`src/rtl/spi_arb_pkg.sv`:
```
// Shared types and constants for the SPI master arbiter.
package spi_arb_pkg;

    localparam int SPI_W = 16;

    typedef enum logic [2:0] {
        IDLE,
        LAUNCH,
        SETTLE,
        BUSY,
        GAP
    } arb_state_t;

endpackage

```
`src/rtl/spi_arbiter_rr_arb2.sv`:
```
// Two-way round-robin pick: a lone requester always wins, a tie goes to
// the port that was not granted last.
module rr_arb2 (
    input  logic [1:0] req,
    input  logic       last_gnt,
    output logic       gnt_valid,
    output logic       gnt_id
);

    always_comb begin
        gnt_valid = |req;
        gnt_id    = 1'b0;
        case (req)
            2'b01:   gnt_id = 1'b0;
            2'b10:   gnt_id = 1'b1;
            2'b11:   gnt_id = ~last_gnt;
            default: gnt_id = 1'b0;
        endcase
    end

endmodule

```
`src/rtl/spi_arbiter.sv`:
```
// Shares one SPI master between two requesters: round-robin grant, one
// transaction per grant, watchdog on a hung master, SS_n gap between launches.
module spi_arbiter
    import spi_arb_pkg::*;
#(
    parameter int TIMEOUT_CYC = 1023,
    parameter int GAP_CYC     = 8
) (
    input  logic             clk,
    input  logic             rst_n,
    input  logic             req0,
    input  logic [SPI_W-1:0] cmd0,
    input  logic             req1,
    input  logic [SPI_W-1:0] cmd1,
    output logic             rdy0,
    output logic             rdy1,
    output logic             err0,
    output logic             err1,
    output logic [SPI_W-1:0] resp_data,
    output logic             busy,
    output logic             spi_wrt,
    output logic [SPI_W-1:0] spi_cmd,
    input  logic             spi_done,
    input  logic [SPI_W-1:0] spi_rd_data
);

    localparam int WD_W = $clog2(TIMEOUT_CYC + 1);
    localparam logic [WD_W-1:0] WD_LAST  = WD_W'(TIMEOUT_CYC - 1);
    localparam logic [7:0]      GAP_LAST = 8'(GAP_CYC - 1);

    arb_state_t       state_reg, state_next;
    logic             gnt_id_reg;
    logic             last_gnt_reg;
    logic [SPI_W-1:0] spi_cmd_reg;
    logic [SPI_W-1:0] resp_reg;
    logic [WD_W-1:0]  wdog_reg;
    logic [7:0]       gap_reg;
    logic [1:0]       rdy_reg;
    logic [1:0]       err_reg;
    logic [1:0]       port_hit;

    logic arb_valid;
    logic arb_id;
    logic done_evt;
    logic tmo_evt;

    rr_arb2 u_rr_arb2 (
        .req       ({req1, req0}),
        .last_gnt  (last_gnt_reg),
        .gnt_valid (arb_valid),
        .gnt_id    (arb_id)
    );

    // Done wins over timeout when both land in the same BUSY cycle.
    assign done_evt = (state_reg == BUSY) && spi_done;
    assign tmo_evt  = (state_reg == BUSY) && !spi_done && (wdog_reg == WD_LAST);

    genvar gi;
    generate
        for (gi = 0; gi < 2; gi++) begin : g_port
            assign port_hit[gi] = (gnt_id_reg == 1'(gi));
        end
    endgenerate

    always_comb begin
        state_next = state_reg;
        case (state_reg)
            IDLE:    if (arb_valid) state_next = LAUNCH;
            LAUNCH:  state_next = SETTLE;
            SETTLE:  state_next = BUSY;
            BUSY:    if (done_evt || tmo_evt) state_next = GAP;
            GAP:     if (gap_reg == GAP_LAST) state_next = IDLE;
            default: state_next = IDLE;
        endcase
    end

    always_ff @(posedge clk or negedge rst_n) begin
        if (!rst_n) begin
            state_reg    <= IDLE;
            gnt_id_reg   <= 1'b0;
            last_gnt_reg <= 1'b1;
            spi_cmd_reg  <= '0;
            resp_reg     <= '0;
            wdog_reg     <= '0;
            gap_reg      <= '0;
            rdy_reg      <= '0;
            err_reg      <= '0;
        end else begin
            state_reg <= state_next;
            rdy_reg   <= done_evt ? port_hit : 2'b00;
            err_reg   <= tmo_evt  ? port_hit : 2'b00;
            if (state_reg == IDLE && arb_valid) begin
                gnt_id_reg   <= arb_id;
                last_gnt_reg <= arb_id;
                spi_cmd_reg  <= arb_id ? cmd1 : cmd0;
            end
            // The master may still show the previous done in SETTLE, so the
            // watchdog starts from zero on the first BUSY cycle.
            if (state_reg == SETTLE)
                wdog_reg <= '0;
            else if (state_reg == BUSY)
                wdog_reg <= wdog_reg + WD_W'(1);
            if (state_reg == BUSY)
                gap_reg <= '0;
            else if (state_reg == GAP)
                gap_reg <= gap_reg + 8'(1);
            if (done_evt)
                resp_reg <= spi_rd_data;
            else if (tmo_evt)
                resp_reg <= '0;
        end
    end

    assign spi_wrt   = (state_reg == LAUNCH);
    assign busy      = (state_reg != IDLE);
    assign spi_cmd   = spi_cmd_reg;
    assign resp_data = resp_reg;
    assign rdy0      = rdy_reg[0];
    assign rdy1      = rdy_reg[1];
    assign err0      = err_reg[0];
    assign err1      = err_reg[1];

endmodule

```
`config.mk`:
```
export PLATFORM = sky130hd
export DESIGN_NAME = spi_arbiter
export DESIGN_NICKNAME = d
export VERILOG_FILES = /design/src/rtl/spi_arb_pkg.sv /design/src/rtl/spi_arbiter_rr_arb2.sv /design/src/rtl/spi_arbiter.sv
export SDC_FILE = /design/constraint.sdc
export NUM_CORES = 1
export LEC_CHECK = 0
export BUFFER_PORTS_ARGS = -buffer_cell sky130_fd_sc_hd__buf_2
export CAP_MARGIN = 5
export CORE_ASPECT_RATIO = 1.2
export CORE_MARGIN = 5
export CORE_UTILIZATION = 46
export DETAILED_ROUTE_END_ITERATION = 16
export GPL_TIMING_DRIVEN = 0
export MAX_ROUTING_LAYER = met4
export PLACE_DENSITY = 0.76
export SLEW_MARGIN = 20
export SYNTH_ARGS = -nofsm -noshare
export SYNTH_HDL_FRONTEND = slang
export SYNTH_SLANG_ARGS = --single-unit
```
`constraint.sdc`:
```
create_clock -name clk -period 1.9 [get_ports clk]
set_clock_uncertainty 0.2 [all_clocks]
set_input_delay 0.095 -clock clk [delete_from_list [all_inputs] [get_ports clk]]
set_output_delay 0.095 -clock clk [all_outputs]
set_load 0.03 [all_outputs]
```
* Yosys cells after proc, flatten, opt, wreduce, memory -nomap -nowiden
Cells that the tools add are included.
** Storage, ports and cells
- Register bits after elaboration :: 59
- Output and inout bits :: 38
- Word-level logic and storage cells :: 51
** Cells by class
- $add $sub $neg :: 2
- Equal/unequal tests :: 11
- Muxes and demuxes :: 14
- Bitwise logic cells :: 2
- Reduce and logical (&&, ||, !) cells :: 13
** Operator list (number)
- $mux 16 :: 3
- $mux 10 :: 2
- $mux 8 :: 2
- $pmux 3 s5 :: 1
- $add 10x1->10 const B :: 1
- $eq 10x10->1 const B :: 1
- $mux 3 :: 3
- $add 8x1->8 const B :: 1
- $eq 8x3->1 const B :: 1
- $eq 3x2->1 const B :: 2
- $reduce_bool 2->1 :: 3
- $eq 2x2->1 const B :: 2
- $logic_and 1x1->1 :: 4
- $mux 2 :: 2
- $ne 2x2->1 const B :: 2
- $eq 3x1->1 const B :: 1
- $eq 3x3->1 const B :: 1
- $logic_not 3->1 :: 1
- $reduce_and 3->1 :: 1
- $reduce_bool 3->1 :: 1
- $ne 2x1->1 const B :: 1
- $not 1->1 :: 2
- $pmux 1 s2 :: 1
- $reduce_or 2->1 :: 1
- other kinds (2) :: 2

* Depth between registers and ports, before layout
Gate-level depths: netlist of run 1.
- Depth in word-level cells :: 6
- Mapped depth :: 6
- Mapped depth without buffers :: 5

* Cells and area by module
A second synthesis of run 1 with hierarchy kept.
** Unflattened totals
- Cells, all modules :: 271
- Area total of the unflattened synthesis :: 2850.2 µm²
** Modules (own cells, without submodules)
- spi_arbiter :: instances 1, cells each 269, area an instance 2836.5 µm²
- rr_arb2 :: instances 1, cells each 2, area an instance 13.8 µm²

* Worst setup path before layout of run 1
OpenSTA, ideal clock, no wires.
- Path type :: flip-flop to output port
- Start :: reg state_reg[0]
- End :: out spi_wrt
- Data arrival time :: 1539 ps
- Required time :: 1605 ps
- Setup slack :: 66 ps
- Cell stages (with the launch flop) :: 4
- Buffers on the path :: 2
- Path through :: dfrtp_1 buf_6 clkbuf_1 nor3b_1
** Between the ends
- Word-level cells in the longest chain between the ends :: 1
** Ends and longest elaborated chain
- from (decl) :: RTL line spi_arbiter.sv:31 : arb_state_t state_reg, state_next;
- from (signal assigned) :: RTL line spi_arbiter.sv:89 : state_reg <= state_next;
- $eq 3x1->1 :: RTL line spi_arbiter.sv:114 : assign spi_wrt = (state_reg == LAUNCH);
- to (decl) :: RTL line spi_arbiter.sv:21 : output logic spi_wrt,
Every way passes these cells.

* Worst setup path in the final report of run 1
- Start :: reg last_gnt_reg
- End :: reg spi_cmd_reg[14] (netlist: spi_cmd[14])
** Between the ends
- Word-level cells in the longest chain between the ends :: 3
** Ends and longest elaborated chain
- from (decl) :: RTL line spi_arbiter.sv:33 : logic last_gnt_reg;
- from (signal assigned) :: RTL line spi_arbiter.sv:94 : last_gnt_reg <= arb_id;
- $not 1->1 :: RTL line spi_arbiter_rr_arb2.sv:16 : 2'b11: gnt_id = ~last_gnt;
- $pmux 1 s2 :: RTL line spi_arbiter_rr_arb2.sv:13 : case (req)
- $mux 16 :: RTL line spi_arbiter.sv:95 : spi_cmd_reg <= arb_id ? cmd1 : cmd0;
- to (signal assigned) :: RTL line spi_arbiter.sv:95
- to (decl) :: RTL line spi_arbiter.sv:34 : logic [SPI_W-1:0] spi_cmd_reg;
Every way passes these cells.
A chain may end at the register's enable or synchronous reset.

==> results of run 1 <==
-- power by group through the flow --
stage | logic (uW) | registers, uW | clock network (uW)
after global placement | 2530 | 1980 | 0
after CTS | 2710 | 1990 | 1250
final | 2820 | 2020 | 1230
after global routing | 3030 | 2070 | 1310
after floorplan | 1150 | 2650 | 0
after detailed placement | 2570 | 1990 | 0
-- how the worst max path moves through the flow --
| stage | endpoint | slack (ns) | depth (start not counted) |
|---|---|---|---|
| after detailed placement | spi_cmd[8] | -0.08 | 4 |
| after floorplan | spi_wrt | 0.07 | 3 |
| after CTS | resp_data[12] | 0.009 | 5 |
| final | spi_cmd[14] | 0.05 | 4 |
| after global placement | spi_cmd[8] | -0.04 | 4 |
| after global routing | gap_reg[6] | -0.02 | 5 |
-- logic make-up (layout without fill, tap and decap cells) --
logic type | Yosys count | count (layout)
AOI/OAI and AO/OA | 48 | 48
adders and majority gates | 3 | 3
buffers and inverters | 20 | 190
muxes | 38 | 38
and+or+nand+nor | 82 | 82
DFF | 59 | 59
-- what timing repair did --
| action | in CTS | in global routing |
|---|---|---|
| setup endpoints to repair | 20 | 35 |
| setup buffers | 2 | 10 |
| hold buffers | 53 | 0 |
| resized for setup | 4 | 9 |
| pin swaps | 2 | 3 |
| hold endpoints to repair | 95 | 0 |
-- metrics by stage --
stage | cells | TNS (ns)
3_5_place_dp | 422 | -0.669
4_1_cts | 493 | 0
3_3_place_gp | 422 | -0.316
5_1_grt | 502 | -0.0480
2_1_floorplan | 250 | 0
6_report | 502 | 0
-- layer usage --
layer  track usage, %  wire length (um)  vias up
met3             4.46               353       28
met4             13.4               361        0
met2             35.3              4240       86
met1             23.8              3220     1312
met5                -                 0        -
li1                 -                 -     1261
-- cell type report --
class / count / area, um^2
fill: 427 / 1750
clock buffer: 11 / 131
multi-input combinational: 171 / 1330
tap: 82 / 103
inverter: 5 / 18.8
sequential: 59 / 1480
buffer: 14 / 85.1
clock inverter: 5 / 77.6
timing repair buffer: 155 / 1080
-- worst register-to-register path, delay by kind of cell, from the launching register on --
| kind | cells | cell delay, ns |
|---|---|---|
| multiplexers | 2 | 0.64 |
| flip-flops | 1 | 0.39 |
| buffers and inverters | 1 | 0.26 |
| AO/OA/AOI/OAI | 1 | 0.25 |
-- cell usage in the layout, fill, tap and decap left out, types with 4 or more instances in the layout --
| master | n |
|---|---|
| mux2_2 | 32 |
| mux2i_1 | 4 |
| o2bb2ai_1 | 16 |
| nor3b_1 | 4 |
| nand4_1 | 5 |
| dlygate4sd3_1 | 53 |
| clkbuf_1 | 5 |
| inv_1 | 5 |
| clkbuf_8 | 9 |
| buf_2 | 94 |
| buf_4 | 16 |
| and3_1 | 5 |
| a31oi_1 | 5 |
| nand2_1 | 34 |
| dfrtp_1 | 56 |
| nand3_1 | 7 |
==> key figures, run 1 <==
Route
  – Via count: about 2700
  – Per-cell routed wire length: 16.3 um
  – Routed wire length: 8180 um
  – DR DRC count: 0
  – Final antenna-violating net count: 0
  – Via density: 5.35
  – DR iter-0 viols: 180
  – First drt pass iteration count: 4

Run status
  – Status: completed

Timing
  – Slew Limit Headroom: 50.3%
  – PnR worst setup slack: 0.0484 ns
  – Achievable Freq: ~540 MHz
  – Hold slack: 0.0331 ns
  – Crit path time final: about 1.9 ns
  – Endpoints failing hold: 0
  – Crit share post-route: a little under 100%
  – Final Max Tran Viols: 0
  – Worst-margin pin slew: 0.746 ns
  – Setup-failing EPs final: 0
  – RSZ-0062 raised after global routing: yes

Worst setup path
  – Max incr delay on CP: 0.39 ns
  – Critical path's slowest cell: dfstp_2
  – Critical path startpoint category: flip-flop
  – Flop2flop setup slack: 0.05 ns
  – Critical path required time: 1.93 ns
  – CP max FO: 10
  – CP Cell Sequence: a21boi_4, buf_4, mux2_2, mux2_2
  – Cell family with most CP delay: multiplexers
  – Reg-to-reg endpoint: spi_cmd[14]
  – CP startpoint: last_gnt_reg
  – Critical Setup Path Class: flip-flop to flip-flop
  – Most frequent CP cell: mux2_2
  – Crit Reg-Reg Startpoint: last_gnt_reg
  – CP endpoint kind: flip-flop
  – Buf/Inv on CP: 1
  – R2R depth: 4
  – Crit path DAT: 1.88 ns

Pwr
  – Net Sw Power: 2530 uW
  – Power Dens Cells: 1410 mW/mm^2
  – Total power: 6060 uW
  – Switching share of power: 41.8%
  – Pleak: just over 0.002 uW
  – Comb pwr share: 46.5%
  – Sequential Power Share: 33.3%
  – Clock network fraction of total power: 20.2%
  – Peak supply drop: ~0.97 mV
  – Int Power: ~3500 uW

Clock network
  – H-tree levels: 3
  – Clock slew at reported path FFs: 0.07 ns
  – Clk buf depth: 2
  – Root Driver: clkbuf_8
  – Clk_lat worst skew: ~0.34 ns
  – Clock sinks: 59
  – CTS tree: built
  – CTS buffer count: 9

Synth
  – Leading cell type by number of instances after synthesis: dfrtp_1
  – Avg Cell Area, Syn: between 10 and 15 um^2
  – Synth top area cells: dfrtp_1 (50%), mux2_2 (13%), o2bb2ai_1 (4.9%)
  – Sequential area share after synthesis: 51.3%
  – Post-Syn Area: 0.00288 mm^2
  – Adder-cell share of the synthesized area: 1.30%
  – Mux contribution to synthesized area: 14.7%
  – XOR/XNOR Fraction of Synth Area: 0%
  – Synth Area in Compound Gates: a little over an eighth
  – Post-synthesis simple-gate area fraction: 15.7%
  – Yosys warning total: 0
  – Syn nets: 306
  – Register bit total from synthesis: between 50 and 60
  – Synth top area share: about half
  – Largest family of logic cells by synthesized area: simple AND/OR/NAND/NOR gates
  – Synth unique cells: 51
  – Number of synthesized flops with an enable pin: 0
  – Async set-reset flop share out of synthesis: 100%
  – Largest area contributor in the netlist: dfrtp_1
  – Top_reg_cell synth: dfrtp_1
  – Post-Syn Instances: 250
  – Top cells by count, synth: dfrtp_1 (58), nand2_1 (34), mux2_2 (32)

Floorplanning
  – Die ar.: 0.00795 mm^2
  – Initial Util: 47.6%
  – Num ports: 91
  – Core area: between 0.006 and 0.007 mm^2
  – Row cnt: 31
  – Die Span Y: just under 100 um
  – Die width: 82.2 um

Layout
  – Ratio of cells with drive above 1 in the final layout: 40.7%
  – Fin area: 0.00430 mm^2
  – Layout area overhead: 49.3%
  – Nets@finish: 471
  – Final core occ: 71.0%
  – Diodes inserted: 0

Flow run
  – Max_cap viols: 0

Placement
  – RD Place Congestion: 0.831
  – Setup WS pre-CTS: -0.0838 ns
  – Port buffer count: 90
  – Placed Instance Area: 0.00343 mm^2
  – DP Wirelength: 4730 um

Hold path
  – Worst min path class: primary input to flip-flop
  – WHS Endpoint: state_reg[0]
  – Hold Path Depth: 4
  – Min-delay src: req0

GRT
  – Initial antenna violation count: 0
  – GRT Overall Usage: 21.8%
  – Largest net degree at the start of global routing: 60
  – Vias in the first global route: 2813
  – First-pass GRT wire length: 13000 um
  – Total gr overflow: 0
(Power assumes the default switching activity.)
==> run 2, diff against run 1 <==
--- a/config.mk
+++ b/config.mk
@@ -5,6 +5,7 @@
 export SDC_FILE = /design/constraint.sdc
 export NUM_CORES = 1
 export LEC_CHECK = 0
+export ABC_AREA = 1
 export BUFFER_PORTS_ARGS = -buffer_cell sky130_fd_sc_hd__buf_2
 export CAP_MARGIN = 5
 export CORE_ASPECT_RATIO = 1.2
@@ -13,7 +14,7 @@
 export DETAILED_ROUTE_END_ITERATION = 16
 export GPL_TIMING_DRIVEN = 0
 export MAX_ROUTING_LAYER = met4
-export PLACE_DENSITY = 0.76
+export PLACE_DENSITY = 0.75
 export SLEW_MARGIN = 20
 export SYNTH_ARGS = -nofsm -noshare
 export SYNTH_HDL_FRONTEND = slang
==> run 2 against run 1 <==
  * Setup slack improved by 0.11 ns
  * Clock power decreased by 9.8%
  * Final area decreased by 0.73%
  * Power decreased by 6.1%
  * Critical endpoint is now spi_cmd[10]
  * Largest cell class unchanged
  * Largest power group unchanged
  * Highest routed layer unchanged
==> key figures, run 2 <==
Synth
  – Sequential area share after synthesis: 49.0% (was 51.3%)
  – Top_reg_cell synth: dfrtp_1 (unchanged)
  – Top cells by count, synth: nand2_1 (107), inv_1 (59), dfrtp_1 (58) (was dfrtp_1 (58), nand2_1 (34), mux2_2 (32))
  – Leading cell type by number of instances after synthesis: nand2_1 (was dfrtp_1)
  – Yosys warning total: 0 (unchanged)
  – Syn nets: 423 (was 306)
  – Adder-cell share of the synthesized area: 1.25% (was 1.30%)
  – Mux contribution to synthesized area: 0% (was 14.7%)
  – Synth Area in Compound Gates: 12.5% (was 13.3%)
  – Post-synthesis simple-gate area fraction: 26.1% (was 15.7%)
  – Post-Syn Instances: 367 (was 250)
  – Register bit total from synthesis: 59 (unchanged)
  – Avg Cell Area, Syn: 8.21 um^2 (was 11.5 um^2)
  – Synth top area share: 48.2% (was 50.4%)
  – Largest family of logic cells by synthesized area: simple AND/OR/NAND/NOR gates (unchanged)
  – Synth unique cells: 30 (was 51)
  – Async set-reset flop share out of synthesis: 100% (unchanged)
  – Largest area contributor in the netlist: dfrtp_1 (unchanged)
  – Post-Syn Area: 0.00301 mm^2 (was 0.00288 mm^2)
  – Synth top area cells: dfrtp_1 (48%), nand2_1 (13%), inv_1 (7.4%) (was dfrtp_1 (50%), mux2_2 (13%), o2bb2ai_1 (4.9%))
  – XOR/XNOR Fraction of Synth Area: 0.291% (was 0%)
  – Number of synthesized flops with an enable pin: 0 (unchanged)

Worst setup path
  – CP max FO: 10 (unchanged)
  – CP Cell Sequence: dlygate4sd3_1, buf_2, inv_2, a21oi_2, clkbuf_1, o21ai_0, nand2_1, o21ai_2 (was a21boi_4, buf_4, mux2_2, mux2_2)
  – CP endpoint kind: flip-flop (unchanged)
  – Critical path required time: 1.91 ns (was 1.93 ns)
  – Critical Setup Path Class: primary input to flip-flop (was flip-flop to flip-flop)
  – Crit path DAT: 1.76 ns (was 1.88 ns)
  – Max incr delay on CP: 0.52 ns (was 0.39 ns)
  – Critical path's slowest cell: dlygate4sd3_1 (was dfstp_2)
  – Buf/Inv on CP: 4 (was 1)
  – Cell family with most CP delay: buffers and inverters (was multiplexers)
  – Crit Reg-Reg Startpoint: wdog_reg[0] (was last_gnt_reg)
  – Critical path startpoint category: primary input (was flip-flop)
  – CP startpoint: req1 (was last_gnt_reg)

Layout
  – Ratio of cells with drive above 1 in the final layout: 28.7% (was 40.7%)
  – Final non-filler cell total: 608 (was 502)
  – Fin area: 0.00427 mm^2 (was 0.00430 mm^2)
  – Most common cell after layout, fill and taps aside: nand2_1 (was buf_2)
  – Most frequent cells in the layout: nand2_1 (107), buf_2 (91), inv_1 (59) (was buf_2 (94), dfrtp_1 (56), dlygate4sd3_1 (53))
  – Nets@finish: 574 (was 471)
  – Layout area overhead: 41.6% (was 49.3%)
  – Diodes inserted: 0 (unchanged)

Route
  – Routed wire length: 8380 um (was 8180 um)
  – DR iter-0 viols: 164 (was 180)
  – First drt pass iteration count: 4 (unchanged)
  – DR DRC count: 0 (unchanged)
  – Via count: 2940 (was 2687)
  – Via density: 4.84 (was 5.35)
  – Per-cell routed wire length: 13.8 um (was 16.3 um)
  – Final antenna-violating net count: 0 (unchanged)

Timing
  – Setup_tns: 0 ns (unchanged)
  – Setup-failing EPs final: 0 (unchanged)
  – Achievable Freq: 574 MHz (was 540 MHz)
  – Worst-margin pin slew: 0.764 ns (was 0.746 ns)
  – Crit share post-route: 91.8% (was 97.5%)
  – Crit path time final: 1.74 ns (was 1.85 ns)
  – Endpoints failing hold: 0 (unchanged)
  – RSZ-0062 raised after global routing: no (was yes)
  – Final Max Tran Viols: 0 (unchanged)
  – PnR worst setup slack: 0.157 ns (was 0.0484 ns)
  – Slew Limit Headroom: 49.0% (was 50.3%)

Clock network
  – Hold_buf cts: 50 (was 53)
  – Clock slew at reported path FFs: 0.06 ns (was 0.07 ns)
  – Post-cts resize count: 0 (was 4)
  – Clk_lat worst skew: 0.33 ns (was 0.34 ns)
  – Setup Fix Bufs, Post-CTS: 0 (was 2)
  – H-tree levels: 3 (unchanged)
  – Clock sinks: 59 (unchanged)
  – CTS buffer count: 9 (unchanged)
  – Clk buf depth: 2 (unchanged)
  – CTS tree: built (unchanged)
  – Root Driver: clkbuf_8 (unchanged)

GRT
  – Largest net degree at the start of global routing: 60 (unchanged)
  – Vias in the first global route: 3062 (was 2813)
  – Total gr overflow: 0 (unchanged)
  – Initial antenna violation count: 0 (unchanged)
  – First-pass GRT wire length: 14000 um (was 13000 um)
  – GRT Overall Usage: 21.8% (about the same)

Pwr
  – Power Dens Cells: 1330 mW/mm^2 (was 1410 mW/mm^2)
  – Peak supply drop: 1.01 mV (was 0.967 mV)
  – Pleak: 0.00224 uW (was 0.00205 uW)

Run status
  – Status: completed (unchanged)

Placement
  – Placed Cells: 542 (was 422)
  – Port buffer count: 90 (unchanged)
  – Setup WS pre-CTS: 0.212 ns (was -0.0838 ns)
  – RD Place Congestion: 0.798 (was 0.831)
  – Placed Instance Area: 0.00357 mm^2 (was 0.00343 mm^2)
  – DP Wirelength: 5080 um (was 4730 um)

Hold path
  – Worst min path class: primary input to flip-flop (unchanged)
  – Min-delay src: spi_done (was req0)

Flow run
  – Max_cap viols: 0 (unchanged)

Floorplanning
  – Die Span Y: 98.7 um (was 96.7 um)
  – Initial Util: 47.0% (was 47.6%)
  – Num ports: 91 (unchanged)
  – Die width: 83.9 um (was 82.2 um)
  – Row cnt: 32 (was 31)
  – Die ar.: 0.00828 mm^2 (was 0.00795 mm^2)
  – Core area: 0.00641 mm^2 (was 0.00605 mm^2)
==> run 2: cell types whose count changed after synthesis, sizes merged, moves of 5 or more <==
cell,before,now
o2bb2ai,16,0
a31oi,5,0
nand3,8,32
and3,5,0
mux2,34,0
nor2,4,22
o21ai,3,53
nand2,34,108
nor3b,5,0
inv,5,64
==> run 2: cell type report <==
type	instances	area, um^2
well taps	85	106
repair buffers	140	953
clock inverters	5	52.6
clock buffers	11	141
multi-input cells	234	1210
plain buffers	10	85.1
inverters	64	243
fillers	514	2140
flip-flops and latches	59	1480
==> run 2: power by group <==
group / switching (uW) / total, uW / internal (uW) / leakage, uW
logic: 1750 / 2610 / 858 / 0.00138
clock network: 480 / 1110 / 635 / 0.0000991
registers: 284 / 1960 / 1680 / 0.000765
total: 2520 / 5690 / 3170 / 0.00224
==> run 2: path summary, 6_finish.rpt <==
check	to	slack (ns)	cells past startpoint
worst max-delay path	spi_cmd[10]	0.16	8
worst min-delay path	state_reg[1]	0.02	4
worst max register to register	resp_data[10]	0.19	8
worst min register to register	err_reg[0]	0.26	1
max in group asynchronous	resp_data[8]	0.82	2
min in group asynchronous	spi_cmd[15]	0.19	2
==> run 2: worst min-delay path: cells and delay by family <==
kind | cells | cell delay, ns
AND/OR/NAND/NOR | 2 | 0.23
buffers and inverters | 2 | 0.18
==> run 2: layer usage <==
metal | wire length (um) | vias up | track usage (%)
met5 | 0 | - | -
met4 | 315 | 0 | 12.0
met3 | 471 | 34 | 5.02
met2 | 4250 | 113 | 35.7
met1 | 3350 | 1341 | 24.5
li1 | - | 1452 | -
==> run 2: cells by family (layout without fill, tap and decap cells) <==
family	Yosys count	count (layout)
adders and majority gates	3	3
and+or+nand+nor	168	168
AOI/OAI and AO/OA	62	62
buffers and inverters	74	230
xor gates and xnor gates	1	1
DFF	59	59
==> run 2: through the flow <==
| stage | utilization [%] | hold slack, ns | power [uW] |
|---|---|---|---|
| finish | 66.6 | 0.0227 | 5690 |
| global placement | 55.7 | 0.0963 | 4440 |
| detailed placement | 55.8 | 0.0199 | 4500 |
| floorplan | - | -0.401 | 3760 |
| CTS | 66.6 | 0.0180 | 5710 |
| global route | 66.6 | 0.0628 | 6050 |
